--- src/rtl/seq_multdiv_pkg.sv ---
// seq_multdiv_pkg -- shared definitions for the sequential multiply/divide unit.
//   state_t          : control FSM states
//   DEFAULT_WIDTH    : default operand/result width
//   cnt_width(w)     : width of the step counter, wide enough to hold w itself
package seq_multdiv_pkg;

    typedef enum logic [1:0] {
        IDLE = 2'd0,
        MUL  = 2'd1,
        DIV  = 2'd2,
        DONE = 2'd3
    } state_t;

    localparam int DEFAULT_WIDTH = 32;

    function automatic int cnt_width(input int w);
        return $clog2(w) + 1;
    endfunction

endpackage

--- src/rtl/multdiv_addsub.sv ---
// multdiv_addsub -- W-bit adder/subtractor shared by the Booth and restoring
// datapaths.
//   a, b  : operands
//   sub   : 1 = a - b, 0 = a + b
//   sum   : low W bits of the result
//   cout  : carry out; for subtraction, 1 means a >= b (unsigned, no borrow)
module multdiv_addsub
    import seq_multdiv_pkg::*;
#(
    parameter int W = DEFAULT_WIDTH + 1
) (
    input  logic [W-1:0] a,
    input  logic [W-1:0] b,
    input  logic         sub,
    output logic [W-1:0] sum,
    output logic         cout
);

    logic [W:0] full;

    assign full = {1'b0, a} + {1'b0, b ^ {W{sub}}} + {{W{1'b0}}, sub};
    assign sum  = full[W-1:0];
    assign cout = full[W];

endmodule

--- src/rtl/seq_multdiv.sv ---
// seq_multdiv -- sequential signed multiplier (radix-2 Booth) and optional
// restoring divider sharing one WIDTH+1-bit adder.
//   clock, reset           : rising-edge clock, async active-high reset
//   data_operandA/B        : operands, sampled only on the accepted start edge
//   ctrl_MULT / ctrl_DIV   : start requests (MULT wins when both are high)
//   data_result            : registered signed result
//   data_exception         : registered overflow / invalid flag
//   data_resultRDY         : one-cycle completion pulse (high while in DONE)
//   busy                   : high while iterating (MUL or DIV)
// Build option: define SEQ_MULTDIV_DIV_EN to include the divider. Without it a
// divide request completes immediately with result 0 and exception set.
module seq_multdiv
    import seq_multdiv_pkg::*;
#(
    parameter int WIDTH = DEFAULT_WIDTH
) (
    input  logic             clock,
    input  logic             reset,
    input  logic [WIDTH-1:0] data_operandA,
    input  logic [WIDTH-1:0] data_operandB,
    input  logic             ctrl_MULT,
    input  logic             ctrl_DIV,
    output logic [WIDTH-1:0] data_result,
    output logic             data_exception,
    output logic             data_resultRDY,
    output logic             busy
);

    localparam int             CW   = cnt_width(WIDTH);
    localparam logic [CW-1:0]  LAST = CW'(WIDTH);

    state_t           state, state_n;
    logic [CW-1:0]    cnt, cnt_n;
    // acc: Booth high half / division partial remainder
    // qreg: Booth multiplier+low half / dividend shifting into quotient
    logic [WIDTH-1:0] acc, acc_n, qreg, qreg_n, mcand, mcand_n;
    logic [WIDTH-1:0] result_n;
    logic             qm1, qm1_n, exc_n;
    logic [WIDTH:0]   add_a, add_b, add_s, booth_s;
    logic             add_sub, add_co;

`ifdef SEQ_MULTDIV_DIV_EN
    logic neg, neg_n;

    function automatic logic [WIDTH-1:0] mag(input logic [WIDTH-1:0] x);
        return x[WIDTH-1] ? (~x + WIDTH'(1)) : x;
    endfunction
`else
    // carry out is only consumed by the divider
    logic unused_co;
    assign unused_co = add_co;
`endif

    multdiv_addsub #(.W(WIDTH + 1)) u_addsub (
        .a    (add_a),
        .b    (add_b),
        .sub  (add_sub),
        .sum  (add_s),
        .cout (add_co)
    );

    always_comb begin
        state_n  = state;
        cnt_n    = cnt;
        acc_n    = acc;
        qreg_n   = qreg;
        qm1_n    = qm1;
        mcand_n  = mcand;
        result_n = data_result;
        exc_n    = data_exception;
`ifdef SEQ_MULTDIV_DIV_EN
        neg_n    = neg;
`endif
        add_a    = {acc[WIDTH-1], acc};
        add_b    = {mcand[WIDTH-1], mcand};
        add_sub  = 1'b0;
        booth_s  = {acc[WIDTH-1], acc};

        case (state)
            IDLE, DONE: begin
                state_n = IDLE;
                if (ctrl_MULT) begin
                    acc_n   = '0;
                    qreg_n  = data_operandA;
                    qm1_n   = 1'b0;
                    mcand_n = data_operandB;
                    cnt_n   = '0;
                    state_n = MUL;
                end else if (ctrl_DIV) begin
`ifdef SEQ_MULTDIV_DIV_EN
                    acc_n   = '0;
                    qreg_n  = mag(data_operandA);
                    mcand_n = mag(data_operandB);
                    neg_n   = data_operandA[WIDTH-1] ^ data_operandB[WIDTH-1];
                    cnt_n   = '0;
                    state_n = DIV;
`else
                    result_n = '0;
                    exc_n    = 1'b1;
                    state_n  = DONE;
`endif
                end
            end

            MUL: begin
                if (cnt != LAST) begin
                    // 01 -> add multiplicand, 10 -> subtract, else shift only
                    add_sub = qreg[0] & ~qm1;
                    if (qreg[0] ^ qm1)
                        booth_s = add_s;
                    // arithmetic shift right of {acc, qreg, qm1}
                    {acc_n, qreg_n, qm1_n} = {booth_s, qreg};
                    cnt_n = cnt + CW'(1);
                end else begin
                    result_n = qreg;
                    exc_n    = (acc != {WIDTH{qreg[WIDTH-1]}});
                    state_n  = DONE;
                end
            end

`ifdef SEQ_MULTDIV_DIV_EN
            DIV: begin
                if (cnt == '0 && mcand == '0) begin
                    result_n = '0;
                    exc_n    = 1'b1;
                    state_n  = DONE;
                end else if (cnt != LAST) begin
                    // trial subtract of divisor from shifted remainder
                    add_a   = {acc, qreg[WIDTH-1]};
                    add_b   = {1'b0, mcand};
                    add_sub = 1'b1;
                    acc_n   = add_co ? add_s[WIDTH-1:0] : add_a[WIDTH-1:0];
                    qreg_n  = {qreg[WIDTH-2:0], add_co};
                    cnt_n   = cnt + CW'(1);
                end else begin
                    // sign fix: negate the magnitude through the shared adder
                    add_a    = '0;
                    add_b    = {1'b0, qreg};
                    add_sub  = 1'b1;
                    result_n = neg ? add_s[WIDTH-1:0] : qreg;
                    // positive quotient of 2^(WIDTH-1) only arises from MIN / -1
                    exc_n    = ~neg & qreg[WIDTH-1];
                    state_n  = DONE;
                end
            end
`endif

            default: state_n = IDLE;
        endcase
    end

    always_ff @(posedge clock or posedge reset) begin
        if (reset) state <= IDLE;
        else       state <= state_n;
    end

    always_ff @(posedge clock or posedge reset) begin
        if (reset) begin
            cnt            <= '0;
            acc            <= '0;
            qreg           <= '0;
            qm1            <= 1'b0;
            mcand          <= '0;
            data_result    <= '0;
            data_exception <= 1'b0;
            data_resultRDY <= 1'b0;
            busy           <= 1'b0;
`ifdef SEQ_MULTDIV_DIV_EN
            neg            <= 1'b0;
`endif
        end else begin
            cnt            <= cnt_n;
            acc            <= acc_n;
            qreg           <= qreg_n;
            qm1            <= qm1_n;
            mcand          <= mcand_n;
            data_result    <= result_n;
            data_exception <= exc_n;
            data_resultRDY <= (state_n == DONE);
            busy           <= (state_n == MUL) || (state_n == DIV);
`ifdef SEQ_MULTDIV_DIV_EN
            neg            <= neg_n;
`endif
        end
    end

endmodule

--- config.mk ---
export PLATFORM = sky130hd
export DESIGN_NAME = seq_multdiv
export DESIGN_NICKNAME = d
export VERILOG_FILES = /design/src/rtl/seq_multdiv_pkg.sv /design/src/rtl/multdiv_addsub.sv /design/src/rtl/seq_multdiv.sv
export SDC_FILE = /design/constraint.sdc
export NUM_CORES = 1
export LEC_CHECK = 0
export ABC_AREA = 1
export CAP_MARGIN = 20
export CORE_AREA = 2 2 155 157
export DETAILED_ROUTE_END_ITERATION = 7
export DIE_AREA = 0 0 157 159
export HOLD_SLACK_MARGIN = 0.15
export SYNTH_ARGS = -nofsm -noshare
export SYNTH_HDL_FRONTEND = slang
export SYNTH_SLANG_ARGS = --single-unit
export TNS_END_PERCENT = 50
--- constraint.sdc ---
create_clock -name clock -period 6.3 [get_ports clock]
set_input_delay 1.26 -clock clock [delete_from_list [all_inputs] [get_ports clock]]
set_output_delay 1.26 -clock clock [all_outputs]
set_load 0.02 [all_outputs]
# Yosys cells after proc, flatten, opt, wreduce, memory -nomap -nowiden
# Cells that the tools add are included.
# totals
elab_cells	66
register_bits	140
out_inout_bits	35
# classes
n_bitwise	4
n_eq_ne	13
addsub	3
muxes	27
reduce_logical	8
# ops
cell	n
two-way mux 32 bit	7
one-hot mux 32 bit (2 select lines)	3
adder 33 x 1 -> 33 bit	1
adder 33 bit	1
two-way mux 33 bit	1
bitwise XOR 33 bit	1
!= test 32 bit	1
two-way mux 6 bit	2
!= test 2 bit (second input constant)	6
one-hot mux 6 bit (2 select lines)	1
AND reduction 4 bit	2
two-way mux 1 bit	7
adder 6 x 1 -> 6 bit (second input constant)	1
equality test 2 bit (second input constant)	3
two-way mux 2 bit	3
!= test 6 bit (second input constant)	1
equality test 2 x 1 -> 1 bit (second input constant)	2
one-hot mux 1 bit (2 select lines)	2
one-hot mux 2 bit (2 select lines)	1
AND reduction 3 bit	1
zero test 2 bit	1
AND reduction 2 bit	1
nonzero test 2 bit	1
OR reduction 2 bit	1
other kinds (4)	4

# Longest topological paths before layout
# Gate-level depths: netlist of run 1.
# depth
word_depth	10
ltp_mapped	23
ltp_nobuf	23

# Cells and area by module
# From an unflattened synthesis of run 1, not the netlist that was laid out.
# unflattened
hier_cells	1247
area_unflattened_um2	9133.8
# by_module_without_submodules
mod	cells_per_inst	instances	area_each_um2
seq_multdiv	749	1	6503.7
multdiv_addsub	498	1	2630.0

# Worst setup path before layout of run 1
# Ideal clock, no wire load.
# synth_timing
path_kind	reg2reg
startpoint	reg state[0]
endpoint	reg acc[28]
setup_time_ns	0.120
period_less_slack_ns	2.737
arrival_ns	2.616
path_stages_with_launch	21
path_slack_ns	3.563
n_path_buf	2
path_cell_list	dfrtp_1 ha_1 buf_4 nand2_2 inv_2 nand2_1 buf_2 xor2_1 ha_1 a21oi_1 nor2_1 nor2_1 o21ai_0 a21oi_1 nand2_1 nand2_1 nand2_1 nand2_1 nand2_1 o21ai_1 nand2_1
# synth_via
elab_chain_cells	8
# synth_rtl
element	line	source
from (decl)	seq_multdiv.sv:32	state_t state, state_n;
from (signal assigned)	seq_multdiv.sv:154	else state <= state_n;
equality test 2 x 1 -> 1 bit	seq_multdiv.sv:79	case (state)
two-way mux 1 bit	seq_multdiv.sv:79	
bitwise XOR 33 bit	multdiv_addsub.sv:21	assign full = {1'b0, a} + {1'b0, b ^ {W{sub}}} + {{W{1'b0}}, sub};
adder 33 bit	multdiv_addsub.sv:21	
adder 33 x 1 -> 33 bit	multdiv_addsub.sv:21	
two-way mux 33 bit	seq_multdiv.sv:109	if (qreg[0] ^ qm1)
two-way mux 32 bit	seq_multdiv.sv:106	if (cnt != LAST) begin
one-hot mux 32 bit (2 select lines)	seq_multdiv.sv:79	
to (signal assigned)	seq_multdiv.sv:173	acc <= acc_n;
to (decl)	seq_multdiv.sv:36	logic [WIDTH-1:0] acc, acc_n, qreg, qreg_n, mcand, mcand_n;
# Parallel ways exist; a longest one is shown, timed or not. The select of a mux whose other input is x is not followed.
# A chain may end at the register's enable or synchronous reset.

# Worst setup path in the final report of run 1
# layout_timing
startpoint	reg cnt[0]
endpoint	reg acc[28]
# layout_via
elab_chain_cells	9
# layout_rtl
element	line	source
from (decl)	seq_multdiv.sv:33	logic [CW-1:0] cnt, cnt_n;
from (signal assigned)	seq_multdiv.sv:172	cnt <= cnt_n;
!= test 6 bit *	seq_multdiv.sv:106	
two-way mux 1 bit	seq_multdiv.sv:106	
two-way mux 1 bit	seq_multdiv.sv:79	
bitwise XOR 33 bit	multdiv_addsub.sv:21	
adder 33 bit	multdiv_addsub.sv:21	
adder 33 x 1 -> 33 bit	multdiv_addsub.sv:21	
two-way mux 33 bit	seq_multdiv.sv:109	
two-way mux 32 bit	seq_multdiv.sv:106	
one-hot mux 32 bit (2 select lines)	seq_multdiv.sv:79	
# Every way passes the cells marked *; elsewhere a longest branch is shown, timed or not. The select of a mux whose other input is x is not followed.

==> impl_metrics.env, run 1 <==
export IMPL_crit_chain="inv_1 -> ha_1 -> nand2_1 -> inv_1 -> nand3_2 -> nand2_1 -> buf_4 -> xor2_1 -> ha_1 -> a21oi_1 -> nor2_1 -> nor2_1 -> o21ai_0 -> a21oi_1 -> nand2_1 -> nand2_1 -> nand2_1 -> nand2_1 -> nand2_1 -> o21ai_1 -> nand2_1"
export IMPL_synth_top_cells_by_area="sky130_fd_sc_hd__dfrtp_1 (41%), sky130_fd_sc_hd__nand2_1 (14%), sky130_fd_sc_hd__o21ai_0 (6.9%), sky130_fd_sc_hd__inv_1 (5.6%), sky130_fd_sc_hd__ha_1 (5.6%)"
export IMPL_std_cell_rows=56
export IMPL_switching_share_pct=49.66
export IMPL_synth_edf_count=0
export IMPL_postSynthAreaPerCell_um2=7.549
export IMPL_design_power_mw=6.406
export IMPL_path_delay_family="simple AND/OR/NAND/NOR gates"
export IMPL_most_frequent_cell_after_synthesis="sky130_fd_sc_hd__nand2_1"
export IMPL_max_slew_worst_pin_slew_ns=0.9270
export IMPL_grt_busiest_layer="met2"
export IMPL_yosys_warnings=0
export IMPL_clock_power_share_pct=15.0
export IMPL_firstDrtPassIters=5
export IMPL_total_count_of_max_transition_violations_in_the_final_report=0
export IMPL_cts_sink_count=140
export IMPL_critical_path_n_buffers_inverters=3
export IMPL_synthToLayoutAreaGrowth_pct=21.66
export IMPL_pin_count_of_the_biggest_net_entering_global_routing=102
export IMPL_routed_wire_length_per_instance_um=14.80
export IMPL_clk_path_buf_depth=2
export IMPL_grt_setup_unrepaired="no"
export IMPL_combinationalPowerShare_pct=60.8
export IMPL_grt_total_usage_pct=18.64
export IMPL_cts_repair_resize_count=0
export IMPL_pwr_density_cell_nw_per_um2=618.8
export IMPL_worst_path_most_repeated_cell="sky130_fd_sc_hd__nand2_1"
export IMPL_viasPerCell=4.964
export IMPL_setup_worst_path_class="reg -> reg"
export IMPL_detailed_place_area_um2=9783
export IMPL_synth_seq_cells=140
export IMPL_synth_sequential_area_ratio_pct=41.18
export IMPL_synthDominantCellAreaShare_pct=41.18
export IMPL_number_of_nets_in_the_synthesized_netlist=1234
export IMPL_grt_antenna_before_repair=0
export IMPL_placement_io_buffers=102
export IMPL_dominantRegCellSynth="sky130_fd_sc_hd__dfrtp_1"
export IMPL_die_width_um=157
export IMPL_reg2reg_slack_ns=2.81
export IMPL_postCtsSetupBuffers=0
export IMPL_async_reset_ff_share_pct=100.0
export IMPL_cts_reportedPaths_clkPinSlew_ns=0.06
export IMPL_tmin_final_ns=3.491
export IMPL_holdBufCountCts=0
export IMPL_synth_cell_area_um2=8508
export IMPL_cpPeakStageDelay_ns=0.45
export IMPL_outcome="finished, final reports clean"
export IMPL_worstHoldPathCells=2
export IMPL_hold_violations=0
export IMPL_netlist_top_cells_count="sky130_fd_sc_hd__nand2_1 (311), sky130_fd_sc_hd__dfrtp_1 (140), sky130_fd_sc_hd__inv_1 (128)"
export IMPL_first_iter_violations=408
export IMPL_final_nets=1319
export IMPL_cts_root_buf="sky130_fd_sc_hd__clkbuf_16"
export IMPL_final_setup_skew_ns=0.007583
export IMPL_synth_cell_types=44
export IMPL_slew_headroom_pct=38.20
export IMPL_globalRouteMet3Util_pct=3.212
export IMPL_tritoncts_clock_tree="yes"
export IMPL_clock_insertion_delay_worst_skew_ns=0.43
export IMPL_hold_path_class="reg -> reg"
export IMPL_drc=0
export IMPL_intPower_mw=3.225
export IMPL_report_final_setup_viol=0
export IMPL_max_freq_ghz=0.2865
export IMPL_detail_route_antenna_nets=0
export IMPL_worst_path_max_delay_cell="sky130_fd_sc_hd__buf_4"
export IMPL_grt_pass1_wl_mm=37.53
export IMPL_finalInstanceArea_um2=10350
export IMPL_vdd_ir_drop_max_mv=0.2659
export IMPL_power_leakage_nw=4.734
export IMPL_timing_critical_path_arrival_ns=3.81
export IMPL_layout_filler_cells=2351
export IMPL_initial_core_util_pct=36.69
export IMPL_die_height_um=159
export IMPL_start_kind="register"
export IMPL_end_kind="register"
export IMPL_ff2ff_path_depth=21
export IMPL_tritoncts_num_buffers=17
export IMPL_grt_ovfl_total=0
export IMPL_cts_htree_levels=4
export IMPL_gp_congestion=0.9126
export IMPL_floorplan_io_pins=103
export IMPL_antenna_fix_cells=0
export IMPL_final_layout_size_suffix_gt1_share_pct=6.209
export IMPL_worst_path_max_fanout=31
export IMPL_std_cell_core_area_um2=23190
export IMPL_route_vias_total=7659
export IMPL_net_switching_mw=3.181
export IMPL_routed_wirelength_mm=22.84
export IMPL_yosysTopAreaCell="sky130_fd_sc_hd__dfrtp_1"
export IMPL_setup_total_negative_slack_ns=0
export IMPL_cp_num_cells=21
export IMPL_first_global_vias=7506
export IMPL_worst_ep_required_time_ns=6.61
export IMPL_use_met2_pct=29.80
export IMPL_power_sequential_fraction_pct=24.2
export IMPL_total_die_area_um2=24960
export IMPL_gr_usage_met1_pct=25.68
export IMPL_drv_max_cap_violation_count=0
export IMPL_synth_cells=1127
export IMPL_layout_worst_path_cycle_share_pct=55.41
export IMPL_post_dp_hpwl_mm=15.78
power by group through the flow:
| stage | sequential (mW) | combinational [mW] | clock [mW] |
|---|---|---|---|
| after floorplan | 1.64 | 2.73 | 0 |
| after global placement | 1.56 | 3.81 | 0 |
| after detailed placement | 1.56 | 3.85 | 0 |
| after CTS | 1.55 | 3.88 | 0.986 |
| after global routing | 1.60 | 4.41 | 1.02 |
| final | 1.55 | 3.89 | 0.963 |
worst reg2reg max path, stage by stage, from the launching register on:
cell	delay (ns)
sky130_fd_sc_hd__dfrtp_1	0.38
sky130_fd_sc_hd__inv_1	0.11
sky130_fd_sc_hd__ha_1	0.16
sky130_fd_sc_hd__nand2_1	0.05
sky130_fd_sc_hd__inv_1	0.06
sky130_fd_sc_hd__nand3_2	0.09
sky130_fd_sc_hd__nand2_1	0.08
sky130_fd_sc_hd__buf_4	0.45
sky130_fd_sc_hd__xor2_1	0.17
sky130_fd_sc_hd__ha_1	0.37
sky130_fd_sc_hd__a21oi_1	0.22
sky130_fd_sc_hd__nor2_1	0.06
sky130_fd_sc_hd__nor2_1	0.14
sky130_fd_sc_hd__o21ai_0	0.16
sky130_fd_sc_hd__a21oi_1	0.25
sky130_fd_sc_hd__nand2_1	0.14
sky130_fd_sc_hd__nand2_1	0.10
sky130_fd_sc_hd__nand2_1	0.07
sky130_fd_sc_hd__nand2_1	0.06
sky130_fd_sc_hd__nand2_1	0.04
sky130_fd_sc_hd__o21ai_1	0.13
sky130_fd_sc_hd__nand2_1	0.06
worst paths after layout:
path / startpoint / to
worst max-delay path: cnt[0]$_DFFE_PP0P_ / acc[28]$_DFFE_PP0P_
worst min-delay path: data_result[5]$_DFFE_PP0P_ / data_result[5]$_DFFE_PP0P_
worst max register to register: cnt[0]$_DFFE_PP0P_ / acc[28]$_DFFE_PP0P_
worst min register to register: data_result[5]$_DFFE_PP0P_ / data_result[5]$_DFFE_PP0P_
max in group asynchronous: reset / mcand[27]$_DFFE_PP0P_
min in group asynchronous: reset / data_result[21]$_DFFE_PP0P_
per-layer routing:
metal | share of wire (%) | vias up | wire length [um]
li1 | - | 3876 | -
met1 | 47 | 3530 | 10820
met2 | 46 | 217 | 10400
met3 | 5.4 | 36 | 1225
met4 | 1.7 | 0 | 399
met5 | 0 | - | 0
final cells by class:
class / count / area (um^2) / area share (%)
Multi-Input combinational cell: 807 / 4292 / 41.46
Sequential cell: 140 / 3503 / 33.84
Timing Repair Buffer: 110 / 1094 / 10.56
Inverter: 136 / 515.5 / 4.980
Clock buffer: 18 / 429.2 / 4.146
Tap cell: 319 / 399.1 / 3.856
Clock inverter: 13 / 118.9 / 1.148
stage by stage:
step | util, % | hold slack, ns | cells | setup slack (ns)
2_1_floorplan | - | 0.4530 | 1127 | 1.287
3_3_place_gp | 42.18 | 0.4655 | 1511 | 2.591
3_5_place_dp | 42.18 | 0.4722 | 1511 | 2.558
4_1_cts | 44.55 | 0.4883 | 1542 | 2.817
5_1_grt | 44.63 | 0.4981 | 1543 | 2.456
6_report | 44.63 | 0.4825 | 1543 | 2.809
kinds of logic (layout without fill, tap and decap cells):
| family | Yosys count | count (layout) | synth area share, % |
|---|---|---|---|
| buffers and inverters | 180 | 277 | 8.412 |
| AOI/OAI and AO/OA | 256 | 256 | 17.31 |
| DFF | 140 | 140 | 41.18 |
| adders and majority gates | 39 | 39 | 5.824 |
| and+or+nand+nor | 475 | 475 | 23.47 |
| xor gates and xnor gates | 37 | 37 | 3.809 |
flip-flops by register name, indices dropped and copies added (netlist names):
name,cells
acc,32
data_result,32
qm1,1
mcand,32
busy,1
data_resultRDY,1
cnt,6
data_exception,1
qreg,32
state,2
layout by cell type (no fill, tap or decap), types with 5 or more instances in the layout:
cell                              count
sky130_fd_sc_hd__inv_2                6
sky130_fd_sc_hd__clkdlybuf4s50_1    102
sky130_fd_sc_hd__dfrtp_1            140
sky130_fd_sc_hd__a21o_1               7
sky130_fd_sc_hd__o21ai_1              7
sky130_fd_sc_hd__nor4_1               5
sky130_fd_sc_hd__o211ai_1            36
sky130_fd_sc_hd__nand2_1            310
sky130_fd_sc_hd__nor2_1              64
sky130_fd_sc_hd__inv_1              127
sky130_fd_sc_hd__nand2_2             13
sky130_fd_sc_hd__ha_1                38
sky130_fd_sc_hd__nand3_1             40
sky130_fd_sc_hd__nand4_1             10
sky130_fd_sc_hd__clkbuf_16           17
sky130_fd_sc_hd__buf_4                7
sky130_fd_sc_hd__o22ai_1              6
sky130_fd_sc_hd__xor2_1              36
sky130_fd_sc_hd__a21oi_1             60
sky130_fd_sc_hd__o21ai_0            117
sky130_fd_sc_hd__nand3_2              5
sky130_fd_sc_hd__nor3_1              15
(Power assumes the default switching activity.)
==> run 2: changes to the inputs <==
==> constraint.sdc (replaced) <==
create_clock -name clock -period 3.1 [get_ports clock]
set_input_delay 0.62 -clock clock [delete_from_list [all_inputs] [get_ports clock]]
set_output_delay 0.62 -clock clock [all_outputs]
set_load 0.02 [all_outputs]
==> impl_metrics.env, run 2 (synthesized netlist as in run 1, its figures left out) <==
export IMPL_floorplan_io_pins=103
export IMPL_setup_worst_path_end="acc[28]$_DFFE_PP0P_"
export IMPL_final_setup_skew_ns=0.009100
export IMPL_worst_r2r_startpoint="cnt[1]$_DFFE_PP0P_"
export IMPL_tritoncts_num_buffers=17
export IMPL_seq_area_um2=3503
export IMPL_total_die_area_um2=24960
export IMPL_max_slew_worst_pin_slew_ns=0.6960
export IMPL_reg2reg_slack_ns=0.10
export IMPL_cts_reportedPaths_clkPinSlew_ns=0.07
export IMPL_grt_ovfl_total=0
export IMPL_antenna_fix_cells=0
export IMPL_clock_power_share_pct=14.3
export IMPL_cts_sink_count=140
export IMPL_worstReg2RegEnd="acc[28]$_DFFE_PP0P_"
export IMPL_cp_num_cells=19
export IMPL_grt_pass1_wl_mm=39.99
export IMPL_worst_path_max_delay_cell="sky130_fd_sc_hd__dfrtp_1"
export IMPL_grt_setup_unrepaired="yes"
export IMPL_critical_path_n_buffers_inverters=4
export IMPL_synthToLayoutAreaGrowth_pct=31.26
export IMPL_power_leakage_nw=5.072
export IMPL_mostFrequentLayoutCell="sky130_fd_sc_hd__nand2_1"
export IMPL_crit_chain="inv_2 -> ha_4 -> nand2_2 -> inv_2 -> nand3_4 -> nand2_8 -> buf_12 -> clkbuf_16 -> xor2_1 -> ha_1 -> a21oi_1 -> o21a_1 -> o21ai_0 -> a31oi_1 -> nand2_2 -> nand2_1 -> nand2_1 -> o21ai_1 -> nand2_1"
export IMPL_hold_violations=0
export IMPL_route_vias_total=7993
export IMPL_placement_io_buffers=102
export IMPL_die_height_um=159
export IMPL_end_kind="register"
export IMPL_std_cell_core_area_um2=23190
export IMPL_clock_insertion_delay_worst_skew_ns=0.43
export IMPL_whs_ns=0.4828
export IMPL_startpoint="cnt[1]$_DFFE_PP0P_"
export IMPL_hold_path_class="reg -> reg"
export IMPL_drc=0
export IMPL_switching_share_pct=49.08
export IMPL_slew_headroom_pct=53.50
export IMPL_setup_worst_path_class="reg -> reg"
export IMPL_layout_worst_path_cycle_share_pct=96.76
export IMPL_grt_total_usage_pct=20.07
export IMPL_holdBufCountCts=0
export IMPL_cts_htree_levels=4
export IMPL_final_layout_size_suffix_gt1_share_pct=14.43
export IMPL_viasPerCell=5.037
export IMPL_design_power_mw=14.51
export IMPL_report_final_setup_viol=0
export IMPL_worst_ep_required_time_ns=3.42
export IMPL_final_nets=1362
export IMPL_multi_input_gate_area_um2=4614
export IMPL_pin_count_of_the_biggest_net_entering_global_routing=67
export IMPL_net_switching_mw=7.122
export IMPL_drv_max_cap_violation_count=0
export IMPL_intPower_mw=7.387
export IMPL_layout_filler_cells=2244
export IMPL_worst_path_max_fanout=5
export IMPL_timing_critical_path_arrival_ns=3.32
export IMPL_die_width_um=157
export IMPL_detail_route_antenna_nets=0
export IMPL_firstDrtPassIters=7
export IMPL_pwr_density_cell_nw_per_um2=1299
export IMPL_routed_wirelength_mm=24.83
export IMPL_worstHoldPathCells=2
export IMPL_power_sequential_fraction_pct=21.8
export IMPL_start_kind="register"
export IMPL_max_freq_ghz=0.3334
export IMPL_initial_core_util_pct=36.69
export IMPL_path_delay_family="compound AO/OA/AOI/OAI gates"
export IMPL_post_dp_hpwl_mm=17.60
export IMPL_worst_path_most_repeated_cell="sky130_fd_sc_hd__nand2_1"
export IMPL_cts_root_buf="sky130_fd_sc_hd__clkbuf_16"
export IMPL_combinationalPowerShare_pct=63.9
export IMPL_first_global_vias=7777
export IMPL_ff2ff_path_depth=19
export IMPL_std_cell_rows=56
export IMPL_tmin_final_ns=3.000
export IMPL_routed_wire_length_per_instance_um=15.65
export IMPL_final_cell_mix="sky130_fd_sc_hd__nand2_1 (298), sky130_fd_sc_hd__dfrtp_1 (140), sky130_fd_sc_hd__inv_1 (122)"
export IMPL_grt_antenna_before_repair=0
export IMPL_first_iter_violations=571
export IMPL_outcome="finished, final reports clean"
export IMPL_vdd_ir_drop_max_mv=0.4141
export IMPL_gp_congestion=1.000
export IMPL_tritoncts_clock_tree="yes"
export IMPL_cpPeakStageDelay_ns=0.40
export IMPL_clk_path_buf_depth=2
export IMPL_total_count_of_max_transition_violations_in_the_final_report=0
run 2: cell types whose count changed in the layout (fill, tap and decap cells not counted), sizes merged:
cell | previous run | this run
buf | 8 | 49
clkbuf | 18 | 20
clkinv | 8 | 5
clkinvlp | 4 | 3
inv | 136 | 141
run 2: layer usage:
metal | routed length, um | part of all wire (%) | global-route usage (%) | vias to the layer above
met1 | 11360 | 46 | 27.13 | 3703
met5 | 0 | 0 | 0 | -
met4 | 572 | 2.3 | 5.630 | 0
met2 | 11560 | 47 | 32.76 | 262
met3 | 1333 | 5.4 | 3.865 | 48
li1 | - | - | - | 3980
run 2: area by class of cell:
type,count,area share (%)
Clock inverter,14,1.333
Inverter,136,4.627
Tap cell,319,3.574
Timing Repair Buffer,153,13.85
Multi-Input combinational cell,807,41.32
Clock buffer,18,3.932
Sequential cell,140,31.37
run 2: worst register-to-register path: stages, from the launching register on:
cell                        delay [ns]
sky130_fd_sc_hd__dfrtp_1          0.40
sky130_fd_sc_hd__inv_2            0.09
sky130_fd_sc_hd__ha_4             0.13
sky130_fd_sc_hd__nand2_2          0.05
sky130_fd_sc_hd__inv_2            0.07
sky130_fd_sc_hd__nand3_4          0.09
sky130_fd_sc_hd__nand2_8          0.13
sky130_fd_sc_hd__buf_12           0.13
sky130_fd_sc_hd__clkbuf_16        0.15
sky130_fd_sc_hd__xor2_1           0.16
sky130_fd_sc_hd__ha_1             0.30
sky130_fd_sc_hd__a21oi_1          0.23
sky130_fd_sc_hd__o21a_1           0.23
sky130_fd_sc_hd__o21ai_0          0.13
sky130_fd_sc_hd__a31oi_1          0.21
sky130_fd_sc_hd__nand2_2          0.09
sky130_fd_sc_hd__nand2_1          0.06
sky130_fd_sc_hd__nand2_1          0.05
sky130_fd_sc_hd__o21ai_1          0.14
sky130_fd_sc_hd__nand2_1          0.07
run 2: power by group through the flow:
stage	Sequential, mW	Clock, mW	Combinational, mW
2_1_floorplan	3.32	0	5.55
3_3_place_gp	3.15	0	8.20
3_5_place_dp	3.17	0	8.23
4_1_cts	3.14	2.11	8.47
5_1_grt	3.27	2.19	10.4
6_report	3.17	2.07	9.27
run 2: through the flow:
stage / std cells / TNS [ns] / setup WS (ns) / instance area, um^2 / util, %
finish: 1587 / 0 / 0.1003 / 11170 / 48.15
global route: 1587 / -0.1483 / -0.02741 / 11170 / 48.15
CTS: 1569 / -0.02938 / -0.02938 / 10710 / 46.16
detailed placement: 1533 / -0.2352 / -0.1806 / 10020 / 43.22
global placement: 1533 / -0.2570 / -0.1806 / 10020 / 43.22
floorplan: 1127 / 0 / 0.3633 / 8512 / -
run 2: worst min-delay path by stage:
stage / startpoint / endpoint / slack, ns
after floorplan: qm1$_DFFE_PP0P_ / qm1$_DFFE_PP0P_ / 0.45
after global placement: data_result[15]$_DFFE_PP0P_ / data_result[15]$_DFFE_PP0P_ / 0.46
after detailed placement: data_result[15]$_DFFE_PP0P_ / data_result[15]$_DFFE_PP0P_ / 0.47
after CTS: data_result[15]$_DFFE_PP0P_ / data_result[15]$_DFFE_PP0P_ / 0.49
after global routing: data_result[12]$_DFFE_PP0P_ / data_result[12]$_DFFE_PP0P_ / 0.51
final: data_result[15]$_DFFE_PP0P_ / data_result[15]$_DFFE_PP0P_ / 0.48
run 2: timing repair:
| item | 4_1_cts | 5_1_grt |
|---|---|---|
| resized for setup | 9 | 75 |
| pin swaps | 5 | 26 |
| endpoints found under the setup margin | 4 | 22 |
| setup buffers | 3 | 16 |
| endpoints found under the hold margin | 0 | 0 |
| cloned | 1 | 2 |
==> run 3: changes to the inputs <==
--- a/config.mk
+++ b/config.mk
@@ -8,6 +8,7 @@
 export ABC_AREA = 1
 export CAP_MARGIN = 20
 export CORE_AREA = 2 2 155 157
+export CTS_CLUSTER_SIZE = 12
 export DETAILED_ROUTE_END_ITERATION = 7
 export DIE_AREA = 0 0 157 159
 export HOLD_SLACK_MARGIN = 0.15
==> results of run 3 <==
Final layout, timing and power as in run 2 (identical DEF).
